### config.mk
export PLATFORM = sky130hd
export DESIGN_NAME = rgmii_rx_deframer_flat
export DESIGN_NICKNAME = d
export VERILOG_FILES = /design/src/rtl/rgmii_rx_deframer_if.sv /design/src/rtl/rgmii_rx_deframer.sv /design/src/flat_wrapper.sv
export SDC_FILE = /design/constraint.sdc
export NUM_CORES = 1
export LEC_CHECK = 0
export BUFFER_PORTS_ARGS = -buffer_cell sky130_fd_sc_hd__buf_2
export CAP_MARGIN = 30
export CORE_ASPECT_RATIO = 1.1
export CORE_MARGIN = 1
export CORE_UTILIZATION = 65
export CTS_CLUSTER_DIAMETER = 30
export DETAILED_ROUTE_END_ITERATION = 16
export PLACE_DENSITY = 0.94
export REMOVE_ABC_BUFFERS = 1
export SYNTH_ARGS = -nofsm -noshare
export SYNTH_HDL_FRONTEND = slang
export SYNTH_SLANG_ARGS = --single-unit
### constraint.sdc
create_clock -name clk -period 6.7 [get_ports clk]
set_input_delay 1.34 -clock clk [delete_from_list [all_inputs] [get_ports clk]]
set_output_delay 1.34 -clock clk [all_outputs]
set_load 0.05 [all_outputs]
### src/rtl/rgmii_rx_deframer_if.sv
// Receive byte stream from the RGMII deframer to the MAC RX logic.
//   m_data  : received byte; FCS bytes included
//   m_valid : m_data valid this cycle; no backpressure
//   m_last  : final byte of the frame; qualified by m_valid
//   m_err   : frame bad; meaningful only with m_last
// Modports: master drives the stream (deframer), slave consumes it.
interface rgmii_rx_deframer_if;
  logic [7:0] m_data;
  logic       m_valid;
  logic       m_last;
  logic       m_err;

  modport master (output m_data, m_valid, m_last, m_err);
  modport slave  (input  m_data, m_valid, m_last, m_err);
endinterface

### src/rtl/rgmii_rx_deframer.sv
// RGMII receive deframer. Assembles DDR-captured nibbles into bytes, strips
// preamble/SFD, checks length and CRC-32, and streams bytes with last/err
// markers. One byte of lookahead is held so the final byte can carry m_last.
// Ports:
//   clk, rst            : RX clock, asynchronous active-low reset
//   rxd_rise/rxd_fall   : low/high nibble of the byte
//   rx_ctl_rise/_fall   : RX_DV and RX_DV^RX_ER samples
//   rx (master)         : m_data/m_valid/m_last/m_err stream
//   frame_ok/frame_bad  : single-cycle pulses alongside a good/bad m_last
module rgmii_rx_deframer #(
  parameter int MIN_LEN = 64,
  parameter int MAX_LEN = 1518
) (
  input  logic                       clk,
  input  logic                       rst,
  input  logic [3:0]                 rxd_rise,
  input  logic [3:0]                 rxd_fall,
  input  logic                       rx_ctl_rise,
  input  logic                       rx_ctl_fall,
  rgmii_rx_deframer_if.master        rx,
  output logic                       frame_ok,
  output logic                       frame_bad
);

  localparam logic [31:0] CRC_POLY    = 32'hEDB88320;
  localparam logic [31:0] CRC_INIT    = 32'hFFFFFFFF;
  localparam logic [31:0] CRC_RESIDUE = 32'hDEBB20E3;
  localparam logic [10:0] MIN_C       = 11'(MIN_LEN);
  localparam logic [10:0] MAX_P1      = 11'(MAX_LEN + 1);

  typedef enum logic [2:0] {SYNC, IDLE, PRE, DATA, DROP} state_t;

  state_t      state;
  logic [7:0]  s_byte;
  logic        s_dv;
  logic        s_er;
  logic        primed;     // input register holds a real sample, not its reset value
  logic [31:0] crc;
  logic [10:0] cnt;
  logic [7:0]  hold;
  logic        hold_full;
  logic        err_flag;

  logic [10:0] cnt_nxt;
  logic        bad;

  // Reflected CRC-32, data consumed LSB first.
  function automatic logic [31:0] crc_byte(input logic [31:0] c, input logic [7:0] d);
    logic [31:0] r;
    r = c;
    for (int i = 0; i < 8; i++)
      r = (r[0] ^ d[i]) ? ((r >> 1) ^ CRC_POLY) : (r >> 1);
    return r;
  endfunction

  always_comb begin
    cnt_nxt = (cnt == MAX_P1) ? cnt : cnt + 11'd1;
    bad     = (crc != CRC_RESIDUE) || (cnt < MIN_C) || err_flag;
  end

  always_ff @(posedge clk or negedge rst) begin
    if (!rst) begin
      state      <= SYNC;
      s_byte     <= '0;
      s_dv       <= 1'b0;
      s_er       <= 1'b0;
      primed     <= 1'b0;
      crc        <= CRC_INIT;
      cnt        <= '0;
      hold       <= '0;
      hold_full  <= 1'b0;
      err_flag   <= 1'b0;
      rx.m_data  <= '0;
      rx.m_valid <= 1'b0;
      rx.m_last  <= 1'b0;
      rx.m_err   <= 1'b0;
      frame_ok   <= 1'b0;
      frame_bad  <= 1'b0;
    end else begin
      s_byte <= {rxd_fall, rxd_rise};
      s_dv   <= rx_ctl_rise;
      s_er   <= rx_ctl_rise ^ rx_ctl_fall;
      primed <= 1'b1;

      rx.m_valid <= 1'b0;
      rx.m_last  <= 1'b0;
      rx.m_err   <= 1'b0;
      frame_ok   <= 1'b0;
      frame_bad  <= 1'b0;

      case (state)
        // Until the first real dv=0 sample we may be inside someone's frame.
        SYNC: if (primed && !s_dv) state <= IDLE;

        // dv=0 samples (including carrier extension) keep us here.
        IDLE: if (s_dv) state <= (s_byte == 8'h55) ? PRE : DROP;

        PRE: begin
          if (!s_dv)                 state <= IDLE;
          else if (s_byte == 8'hD5) begin
            state     <= DATA;
            crc       <= CRC_INIT;
            cnt       <= '0;
            err_flag  <= 1'b0;
            hold_full <= 1'b0;
          end
          else if (s_byte != 8'h55)  state <= DROP;
        end

        DATA: begin
          if (!s_dv) begin
            // End of frame: release the held byte as last. An SFD with no
            // data leaves the hold empty and produces nothing.
            state     <= IDLE;
            hold_full <= 1'b0;
            if (hold_full) begin
              rx.m_data  <= hold;
              rx.m_valid <= 1'b1;
              rx.m_last  <= 1'b1;
              rx.m_err   <= bad;
              frame_ok   <= !bad;
              frame_bad  <= bad;
            end
          end else if (cnt_nxt == MAX_P1) begin
            // Oversize: close the frame on the held byte, discard the rest.
            state      <= DROP;
            cnt        <= cnt_nxt;
            hold_full  <= 1'b0;
            rx.m_data  <= hold;
            rx.m_valid <= 1'b1;
            rx.m_last  <= 1'b1;
            rx.m_err   <= 1'b1;
            frame_bad  <= 1'b1;
          end else begin
            crc       <= crc_byte(crc, s_byte);
            cnt       <= cnt_nxt;
            if (s_er) err_flag <= 1'b1;
            if (hold_full) begin
              rx.m_data  <= hold;
              rx.m_valid <= 1'b1;
            end
            hold      <= s_byte;
            hold_full <= 1'b1;
          end
        end

        DROP: if (!s_dv) state <= IDLE;

        default: state <= SYNC;
      endcase
    end
  end

endmodule

### src/flat_wrapper.sv
// flat-port wrapper written by rule: the top's interface ports become plain ports
module rgmii_rx_deframer_flat 
#(
  parameter int MIN_LEN = 64,
  parameter int MAX_LEN = 1518
)
  (clk, rst, rxd_rise, rxd_fall, rx_ctl_rise, rx_ctl_fall, frame_ok, frame_bad, rx_m_data, rx_m_valid, rx_m_last, rx_m_err);
  rgmii_rx_deframer_if rx_i ();
  input  logic clk;
  input  logic rst;
  input  logic [3:0] rxd_rise;
  input  logic [3:0] rxd_fall;
  input  logic rx_ctl_rise;
  input  logic rx_ctl_fall;
  output logic frame_ok;
  output logic frame_bad;
  output wire logic [$bits(rx_i.m_data)-1:0] rx_m_data;
  output wire logic [$bits(rx_i.m_valid)-1:0] rx_m_valid;
  output wire logic [$bits(rx_i.m_last)-1:0] rx_m_last;
  output wire logic [$bits(rx_i.m_err)-1:0] rx_m_err;
  assign rx_m_data = rx_i.m_data;
  assign rx_m_valid = rx_i.m_valid;
  assign rx_m_last = rx_i.m_last;
  assign rx_m_err = rx_i.m_err;
  rgmii_rx_deframer #(.MIN_LEN(MIN_LEN), .MAX_LEN(MAX_LEN)) u_core (.clk(clk), .rst(rst), .rxd_rise(rxd_rise), .rxd_fall(rxd_fall), .rx_ctl_rise(rx_ctl_rise), .rx_ctl_fall(rx_ctl_fall), .rx(rx_i), .frame_ok(frame_ok), .frame_bad(frame_bad));
endmodule
==> out/summary.txt <==
grt ovf - 0
Resize count post-CTS - 0
Fillers - 356
Seq/Total Area, Yosys - 47.3%
Synth-to-Final Area Change - 9.28%
Flop pwr share - 32.8%
DRT Pass-1 Iters - 4
Fin. Hold Viols - 0
Final Max Slew Viols - 0
actual slew at the worst max-slew pin - 1.03 ns
global-route wire length before repair - 15.4 mm
mux cell area share after synthesis - 4.73%
Die X - 79.2 µm
Synth Area in Compound Gates - 18.1%
Core Box Area - 6270 µm²
WL/cell - 19.9 µm
GRT Overall Usage - 30.0%
Worst EP required - 6.98 ns
Via-to-Cell Ratio - 6.44
worst ir drop on vdd - 410 µV
synthesized area per cell - 12.1 µm²
CTS tree - done
CTS buffer count - 9
largest net degree at the start of global routing - 80
maxcap violations - 0
Post-Synth Simple-Gate Area - 11.1%
PortBufs - 24
clk slew on worst S/H paths - 0.08 ns
initial antenna violation count - 0
Final period util - 52.8%
Vias - 2,948
vias in the first global route - 3,058
Clock Tree Buf Depth - 2
crit end category - register
CP max stage delay - 0.94 ns
Sw Share - 43.0%
ANT nets after route - 0
hold bufs inserted after CTS - 0
CP Class - register to register
Cells after Synth - 351
Post-CTS Setup Bufs - 0
Setup Skew - 0.0113 ns
r2r setup slk - 3.17 ns
Top delay family on crit path - compound AO/OA/AOI/OAI gates
RSZ-0062 raised after global routing - false
post-DP HPWL - 6.21 mm
Tmin final - 3.53 ns
FF+latch count, synth - 79
clock latency reported for the late side of the worst-skew pair - 0.37 ns
status - complete, no violations
nets@finish - 386
die footprint - 6890 µm²
Worst Hold Class - register to register
# diodes - 0
utilization after layout - 74.3%
Clock H-tree levels - 3
Remaining DRCs - 0
chip height - 86.9 µm
final setup TNS - 0 ns
Clock Tree Root - clkbuf_8
Critical Path AT - 3.82 ns
I/O Pins - 25
CP Launch Type - register
crit-path cells - ha_1 > and3_1 > nor4b_2 > mux2i_1 > o41ai_4 > inv_2 > a2bb2oi_1
EDFF count, synth - 0
final setup violating endpoints - 0
clock power share - 13.0%
Slew HR - 31.1%
adder-cell share of the synthesized area - 0.294%
hold slack - 0.514 ns
post-synthesis cell type count - 68
Internal - 1600 µW
CP Buf/Inv Count - 1
asr flop ratio synth - 100%
CP max-delay cell - o41ai_4
clock tree sinks - 79
Initial Util - 68.0%
Mapped Area - 4260 µm²
Highest Clock Rate - 0.283 GHz
crit-path max FO - 28
FP Rows - 30
xor-xnor portion of the synthesized cell area - 15.7%
Switch Pwr - 1200 µW
Synth Warn # - 0
Iter 0 DRT Violations - 248
combinational share of power - 54.2%
Pwr per Cell Area - 602 nW/µm²
LEAKAGE - 0.00193 µW
Main synth FF type - dfrtp_1
largest family of logic cells by synthesized area - compound AO/OA/AOI/OAI gates
layout cells sized above 1 - 32.3%
final wirelength - 9.11 mm
GPL Wtd Cong - 0.885
layout make-up:
class                           instances  area [µm²]  share of cell area (%)
Multi-Input combinational cell        252        2140                    46.0
Clock buffer                           13         159                    3.41
Clock inverter                          3        41.3                   0.886
Sequential cell                        79        2020                    43.3
Timing Repair Buffer                   26         178                    3.81
Inverter                                5        18.8                   0.403
Tap cell                               80         100                    2.15
registers in the layout (all words and copies together), names as in the netlist, 3 cells and up:
register / cells
u_core.cnt: 11
u_core.state: 3
u_core.s_byte: 8
u_core.hold: 8
u_core.rx.m_data: 8
u_core.crc: 32
cells by family after synthesis:
group | after synthesis
AND/OR/NAND/NOR | 73
adder cells (fa/ha/maj) | 1
flip-flops | 79
AO/OA/AOI/OAI | 85
other | 1
XOR/XNOR | 74
buffers and inverters | 20
multiplexers | 18
cell usage after synthesis, drive strengths merged, types with 2 or more instances:
cell | number | area (µm²)
or3 | 2 | 12.5
nand3b | 2 | 15.0
o21ai | 17 | 85.1
clkbuf | 6 | 22.5
o22a | 4 | 35.0
nand2 | 14 | 62.6
mux2 | 17 | 191
and2b | 2 | 16.3
nor2 | 10 | 37.5
nor4 | 2 | 27.5
and4b | 2 | 20.0
a2bb2oi | 28 | 370
nor3b | 2 | 15.0
nor4bb | 2 | 20.0
nand4b | 2 | 23.8
or4 | 2 | 15.0
a221o | 2 | 20.0
nand4 | 4 | 25.0
and2 | 3 | 18.8
dfrtp | 47 | 1180
a211oi | 2 | 15.0
o21a | 2 | 15.0
a22o | 2 | 17.5
and3 | 4 | 25.0
o31ai | 2 | 20.0
nor4b | 2 | 23.8
dfstp | 32 | 841
a21oi | 15 | 75.1
o211ai | 2 | 15.0
nor3 | 4 | 20.0
xor2 | 28 | 260
buf | 9 | 71.3
nand3 | 7 | 35.0
xnor2 | 46 | 410
inv | 5 | 18.8
path summary, 6_finish.rpt:
| kind | from | to | cells past startpoint |
|---|---|---|---|
| worst min-delay path | u_core.rx.m_data[6]$_DFFE_PN0P_ | u_core.rx.m_data[6]$_DFFE_PN0P_ | 1 |
| worst max-delay path | u_core.cnt[0]$_DFFE_PN0P_ | u_core.crc[7]$_DFFE_PN1P_ | 7 |
| worst max register to register | u_core.cnt[0]$_DFFE_PN0P_ | u_core.crc[7]$_DFFE_PN1P_ | 7 |
| worst min register to register | u_core.rx.m_data[6]$_DFFE_PN0P_ | u_core.rx.m_data[6]$_DFFE_PN0P_ | 1 |
| max in group asynchronous | rst | u_core.crc[1]$_DFFE_PN1P_ | 2 |
| min in group asynchronous | rst | u_core.rx.m_last$_DFF_PN0_ | 1 |
power by group through the flow:
stage	Clock, µW	Combinational, µW	Sequential [µW]
floorplan	0	1170	943
global placement	0	1440	901
detailed placement	0	1500	918
CTS	366	1520	912
global route	383	1630	940
finish	364	1520	920
per-stage QoR:
step / power (µW) / area [µm²] / worst slack, ns / instances
3_3_place_gp: 2340 / 4400 / 3.49 / 440
6_report: 2800 / 4660 / 3.17 / 458
5_1_grt: 2950 / 4660 / 2.97 / 458
3_5_place_dp: 2420 / 4430 / 3.18 / 441
4_1_cts: 2800 / 4630 / 3.19 / 457
2_1_floorplan: 2110 / 4170 / 2.72 / 336
cells in the final DEF (no fill, tap or decap), types with 7 or more instances in the layout:
cell type and instances:
a21oi_1 14, a2bb2oi_1 8, a2bb2oi_2 20, buf_2 23
clkbuf_8 11, dfrtp_1 47, dfstp_2 32, mux2_2 13
nand2_1 12, nand3_1 7, nor2_1 10, o21ai_0 17
xnor2_1 45, xor2_1 26
layer usage:
layer  GRT usage (%)  wire, µm
met5               0         0
met4            14.0       270
met3            5.97       515
met2            48.6      4530
met1            39.2      3790
Power figures use the tool's default switching activity.
